[config.mk]
export PLATFORM = sky130hd
export DESIGN_NAME = pipelined_adder
export DESIGN_NICKNAME = d
export VERILOG_FILES = /design/src/rtl/adder_pkg.sv /design/src/rtl/adder_pipe_stage.sv /design/src/rtl/pipelined_adder.sv
export SDC_FILE = /design/constraint.sdc
export NUM_CORES = 1
export LEC_CHECK = 0
export CAP_MARGIN = 5
export CORE_MARGIN = 1.5
export CORE_UTILIZATION = 45
export CTS_CLUSTER_DIAMETER = 100
export DETAILED_ROUTE_END_ITERATION = 6
export GPL_ROUTABILITY_DRIVEN = 0
export PLACE_DENSITY = 0.79
export SYNTH_ARGS = -nofsm -noshare
export SYNTH_HDL_FRONTEND = slang
export SYNTH_SLANG_ARGS = --single-unit
[constraint.sdc]
create_clock -name clk -period 1.22 [get_ports clk]
set_clock_uncertainty 0.05 [all_clocks]
set_input_delay 0.244 -clock clk [delete_from_list [all_inputs] [get_ports clk]]
set_output_delay 0.244 -clock clk [all_outputs]
set_load 0.02 [all_outputs]
[src/rtl/adder_pkg.sv]
// adder_pkg: shared operation encoding and add/subtract helper for the pipelined adder
package adder_pkg;
  typedef enum logic {OP_ADD = 1'b0, OP_SUB = 1'b1} add_op_e;
  localparam int MAX_W = 64;
  // w-bit operands zero-extended to MAX_W; result kept to w+1 bits (carry or borrow in the top bit)
  function automatic logic [MAX_W:0] add_sub(input logic [MAX_W-1:0] a, input logic [MAX_W-1:0] b,
                                             input add_op_e op, input int w);
    logic [MAX_W:0] r;
    r = (op == OP_SUB) ? {1'b0, a} - {1'b0, b} : {1'b0, a} + {1'b0, b};
    return r & ~({(MAX_W + 1){1'b1}} << (w + 1));
  endfunction
endpackage

[src/rtl/adder_pipe_stage.sv]
// adder_pipe_stage: one valid/data register that loads whenever it is empty or its contents move on
module adder_pipe_stage #(
  parameter int W = 10
) (
  input  logic         clk,
  input  logic         rst_n,
  input  logic         up_valid,
  input  logic [W-1:0] up_data,
  input  logic         down_ready,
  output logic         load,
  output logic         valid,
  output logic [W-1:0] data
);
  assign load = !valid || down_ready;
  // capture upstream beat (or a bubble) when allowed; data only changes on a real beat
  always_ff @(posedge clk or negedge rst_n)
    if (!rst_n) begin
      valid <= 1'b0;
      data  <= '0;
    end else if (load) begin
      valid <= up_valid;
      if (up_valid) data <= up_data;
    end
endmodule

[src/rtl/pipelined_adder.sv]
// pipelined_adder: unsigned add/subtract through a STAGES-deep valid/ready pipeline with occupancy count
module pipelined_adder
  import adder_pkg::*;
#(
  parameter int WIDTH  = 9,
  parameter int STAGES = 1
) (
  input  logic                        clk,
  input  logic                        rst_n,
  input  logic                        in_valid,
  output logic                        in_ready,
  input  logic [WIDTH-1:0]            data_in0,
  input  logic [WIDTH-1:0]            data_in1,
  input  logic                        op_sub,
  output logic                        out_valid,
  input  logic                        out_ready,
  output logic [WIDTH:0]              data_out,
  output logic [$clog2(STAGES+1)-1:0] inflight
);
  localparam int CW = $clog2(STAGES + 1);
  logic [STAGES:0] v;
  logic [STAGES:0] rdy;
  logic [WIDTH:0]  d [STAGES+1];
  logic [MAX_W:0]  r;
  logic            unused_hi;
  logic            acc;
  logic            cons;
  assign r         = add_sub(MAX_W'(data_in0), MAX_W'(data_in1), add_op_e'(op_sub), WIDTH);
  assign unused_hi = ^r[MAX_W:WIDTH+1];
  assign v[0]        = in_valid;
  assign d[0]        = r[WIDTH:0];
  assign rdy[STAGES] = out_ready;
  assign in_ready    = rdy[0];
  assign out_valid   = v[STAGES];
  assign data_out    = d[STAGES];
  assign acc         = in_valid && rdy[0];
  assign cons        = v[STAGES] && out_ready;
  for (genvar i = 0; i < STAGES; i++) begin : g_stage
    adder_pipe_stage #(.W(WIDTH + 1)) u_stage (
      .clk       (clk),
      .rst_n     (rst_n),
      .up_valid  (v[i]),
      .up_data   (d[i]),
      .down_ready(rdy[i+1]),
      .load      (rdy[i]),
      .valid     (v[i+1]),
      .data      (d[i+1])
    );
  end
  // occupancy: +1 per accepted beat, -1 per consumed beat, net zero when both happen
  always_ff @(posedge clk or negedge rst_n)
    if (!rst_n) inflight <= '0;
    else inflight <= inflight + CW'(acc) - CW'(cons);
endmodule

======== Yosys cells after proc, flatten, opt, wreduce, memory -nomap -nowiden ========
Cells that the tools add are included.
storage, ports and cells
  register bits after elaboration ......... 12
  input bits .............................. 23
  output and inout port bits .............. 13
operators by class
  add/subtract/negate cells ............... 4
  multiplexer cells ....................... 1
  reduce and logical (&&, ||, !) cells .... 5
operator list
  operator                    count
  adder 9 x 9 -> 10 bit       1
  two-way mux 10 bit          1
  subtractor 9 x 9 -> 10 bit  1
  logical AND 1 bit           2
  AND reduction 2 bit         1
  adder 1 bit                 1
  logical NOT 1 bit           1
  logical OR 1 bit            1
  subtractor 1 bit            1

======== Depth between registers and ports, before layout ========
  depth after elaboration ................. 5
  depth in mapped cells ................... 12

======== Hierarchy ========
Synthesis repeated with hierarchy kept, for this count alone.
unflattened totals
  cell total of the unflattened synthesis .. 111
  area, all modules ....................... 1092.3 µm²
modules (own cells, without submodules)
  module            instances  cells an instance  area each (µm²)  sequential area each (µm²)
  pipelined_adder   1          87                 626.9            25.0
  adder_pipe_stage  1          24                 465.4            275.3

======== Worst setup path after synthesis ========
Ideal clock, no wire load.
  path kind ............................... in2reg
  from .................................... in data_in1[3]
  to ...................................... reg g_stage[0].u_stage.data[9]
  setup time .............................. 0.092 ns
  arrival ................................. 1.921 ns
  setup slack ............................. -0.843 ns
  cell stages on the path ................. 11
  buffers on the path ..................... 0
  cells stage by stage .................... nor2_1 > nand2_1 > nor3_1 > nor2_1 > xnor2_1 > ha_1 > a21oi_1 > nand2_1 > o2111ai_1 > a21oi_1 > o31ai_2
between the ends
  cells in the longest elaborated chain, start to end .. 2
  elaborated cells on any way between the ends .. 3
  classes of those cells .................. add/sub (2); mux (1)
RTL lines
  what                                                                        RTL line                text
  from (decl)                                                                 pipelined_adder.sv:13   input logic [WIDTH-1:0] data_in1,
  adder 9 x 9 -> 10 bit / subtractor 9 x 9 -> 10 bit (equally long branches)  adder_pkg.sv:9          r = (op == OP_SUB) ? {1'b0, a} - {1'b0, b} : {1'b0, a} + {1'b0, b};
  two-way mux 10 bit *                                                        adder_pkg.sv:9
  to (signal assigned)                                                        adder_pipe_stage.sv:22  if (up_valid) data <= up_data;
  to (decl)                                                                   adder_pipe_stage.sv:12  output logic [W-1:0] data
Every way passes the cells marked *; elsewhere a longest branch is shown, timed or not.
A chain may end at the register's enable or synchronous reset.

======== Worst setup path in the final report ========
  from .................................... in data_in1[1]
  to ...................................... reg g_stage[0].u_stage.data[9]
Same word-level chain as after synthesis.

==> impl_metrics.ini <==
[floorplanning]
io_pins = 36
die_area_um2 = 2644
initial_utilization_pct = 47.68
core_area_um2 = 2212
die_y_um = 51.42
die_w_um = 51.42
row_count = 17

[timing]
setup-tns-final_ps = -5642
post-route-min-period_ps = 2208
whs_ps = 214.5
setup_viol = 9
fin_ws_ps = -987.9
drv_slew = 0
maxSlewHeadroom_pct = 74.09
rsz0062_at_grt = yes
tightest_slew_ps = 383.5
fmaxAchievable_ghz = 0.4529
finalCritPeriodShare_pct = 181.0
hold_viol = 0

[yosys]
synth_cell_type_count = 29
synth_top_cell_by_area = dfrtp_1
synth_top_area_share_pct = 28.47
synthCells = 126
synthTopCellsByArea = dfrtp_1, ha_1, buf_4
yosys_register_bits = 12
synth-seq-area-share_pct = 28.47
synth_area_um2 = 1055
yosys_warnings = 0
syn-mean-instance-area_um2 = 8.371
synthesis.nets = 160

[power_and_ir_drop]
power.density_nw_per_um2 = 1139
vdd_drop_max_uv = 1085
power.leakage_nw = 0.8904

[routing]
drc_errors = 0
final_antenna_net_count = 0
wl_per_cell_um = 19.49
detail_route.vias_per_cell = 5.683
finalWirelength_um = 4366
vias = 1273
drt_iter0_markers = 27
first_pass_iters = 4

[setup_path]
crit_family = simple AND/OR/NAND/NOR gates
critPathLaunchType = input port
cp_max_fo = 3
crit_type = input port to register
crit_chain = buf_12, inv_12, ha_4, nand2_2, nor3_2, nor2_1, xnor2_1, ha_1, a21oi_4, nand2_2, o2111ai_4, and3_4, o31ai_4
required_ps = 1340
max_stage_delay_ps = 380
cpMostUsedCell = nand2_2
critPathArrivalTime_ps = 2330
reg2reg_slack_ps = -40
critPathBufInv = 2
slowest_stage = ha_1
worstSetupEndpointType = register

[outcome]
outcome = complete, but fails checks
violations = setup timing

[cts]
cts_buffers = 3
root_buffer = clkbuf_4
cts_max_path_buffers = 2
htreeDepth = 1
cts_tree = built
cts.sinks = 12
cts_hold_buf = 0
path_clk_slew_ps = 80
clock_latency_ps = 280

[placed_design]
hpwl_um = 2184
place_ws_ps = -1475
io_buffers = 35

[global_routing]
grt_pass1_vias = 1323
antenna_found_initial = 0
grtUsageMet2_pct = 56.41
grtUsageMet3_pct = 2.924
gr-usage-all-layers_pct = 28.42
top_usage_layer = met2
gr-usage-met1_pct = 26.20
grt_max_degree = 13
grt_pass1_wl_um = 5554
overflow = 0

[hold_path]
hold_path_class = input port to async pin

[finish]
fillers = 105
nNetsFinal = 231
seq_area_um2 = 301.5
drive_above_1_share_pct = 55.61
area_growth_pct = 85.65
multi_input_area_um2 = 904.6
antenna_cells = 0

[job]
maxCapViolCount = 0
==> layout make-up <==
type | count | area share [%]
Tap cell | 28 | 1.789
Sequential cell | 12 | 15.40
Timing Repair Buffer | 78 | 32.52
Clock buffer | 4 | 1.853
Inverter | 7 | 2.236
Multi-Input combinational cell | 95 | 46.20
==> registers in the layout, summed over array words and instances (netlist names) <==
register / cells
g_stage.u_stage.data: 10
g_stage.u_stage.valid: 1
inflight: 1
==> cell usage after synthesis <==
cell,number
or2b_1,1
buf_2,1
o31ai_2,1
o2111ai_1,1
a41oi_1,1
ha_1,10
a31oi_1,2
clkbuf_1,1
mux2_2,1
a211oi_1,1
o31ai_1,2
xor2_1,5
dfrtp_1,12
inv_1,7
mux2i_1,2
buf_4,10
o21a_1,2
a21oi_1,9
nand2b_1,3
o21ai_1,2
nor2_1,9
nand2_1,17
o21ai_0,7
o211ai_1,2
xnor2_1,8
a21oi_2,1
nor3_1,6
fa_1,1
and3_1,1
==> metrics by stage <==
step                      power (mW)  std cells  cell area (um^2)  util [%]
after floorplan                1.238        126              1152         -
final                          2.230        224              1958     88.52
after detailed placement       1.664        209              1697     76.70
after global routing           2.323        224              1958     88.52
after global placement         1.623        209              1697     76.70
after CTS                      2.024        222              1843     83.31
==> per-layer routing <==
layer	vias to the layer above	wire, um
li1	570	-
met1	604	1623
met2	74	2280
met3	25	201
met4	0	261
met5	-	0
==> cells in the final DEF, fill, tap and decap left out, types with 3 or more instances in the layout <==
master / synthesis / routed
buf_4: 10 / 37
buf_2: 1 / 14
clkdlybuf4s50_1: 0 / 13
dfrtp_1: 12 / 11
nand2_1: 17 / 10
nor2_1: 9 / 8
ha_1: 10 / 7
buf_6: 0 / 6
nand2_2: 0 / 5
xnor2_1: 8 / 5
a21oi_2: 1 / 5
xor2_1: 5 / 5
o21ai_1: 2 / 5
xnor2_2: 0 / 3
a21oi_4: 0 / 3
inv_1: 7 / 3
clkbuf_4: 0 / 3
dlygate4sd2_1: 0 / 3
==> cell families (layout without fill, tap and decap cells) <==
family / count (synthesis) / after routing / share of synthesized area (%)
XOR/XNOR: 13 / 13 / 10.79
AND/OR/NAND/NOR: 37 / 37 / 15.18
flip-flops: 12 / 12 / 28.47
multiplexers: 3 / 3 / 2.966
AO/OA/AOI/OAI: 31 / 31 / 18.39
buffers and inverters: 19 / 89 / 10.44
adder cells (fa/ha/maj): 11 / 11 / 13.76
==> worst paths after layout <==
path                                       startpoint                    endpoint  cells past startpoint
max                                       data_in1[1]  g_stage[0].u_stage.data[9]                     13
min                                             rst_n  g_stage[0].u_stage.data[6]                      2
max reg2reg                  g_stage[0].u_stage.valid  g_stage[0].u_stage.data[1]                      4
min reg2reg                g_stage[0].u_stage.data[7]  g_stage[0].u_stage.data[7]                      2
max in group asynchronous                       rst_n    g_stage[0].u_stage.valid                      2
min in group clk                          data_in1[0]  g_stage[0].u_stage.data[0]                      4
==> power by group <==
part	leakage, nW	internal, mW	total [mW]	switching, mW
clock	0.0210	0.182	0.319	0.137
combinational	0.726	0.624	1.35	0.721
sequential	0.144	0.504	0.566	0.0618
==> what timing repair did <==
action                                  in CTS  in global routing
endpoints found under the setup margin      23                 15
setup buffers                                9                  4
gates resized for setup                     91                 43
pin swaps                                   28                 28
Note: power is estimated with default switching activity, not from simulation.
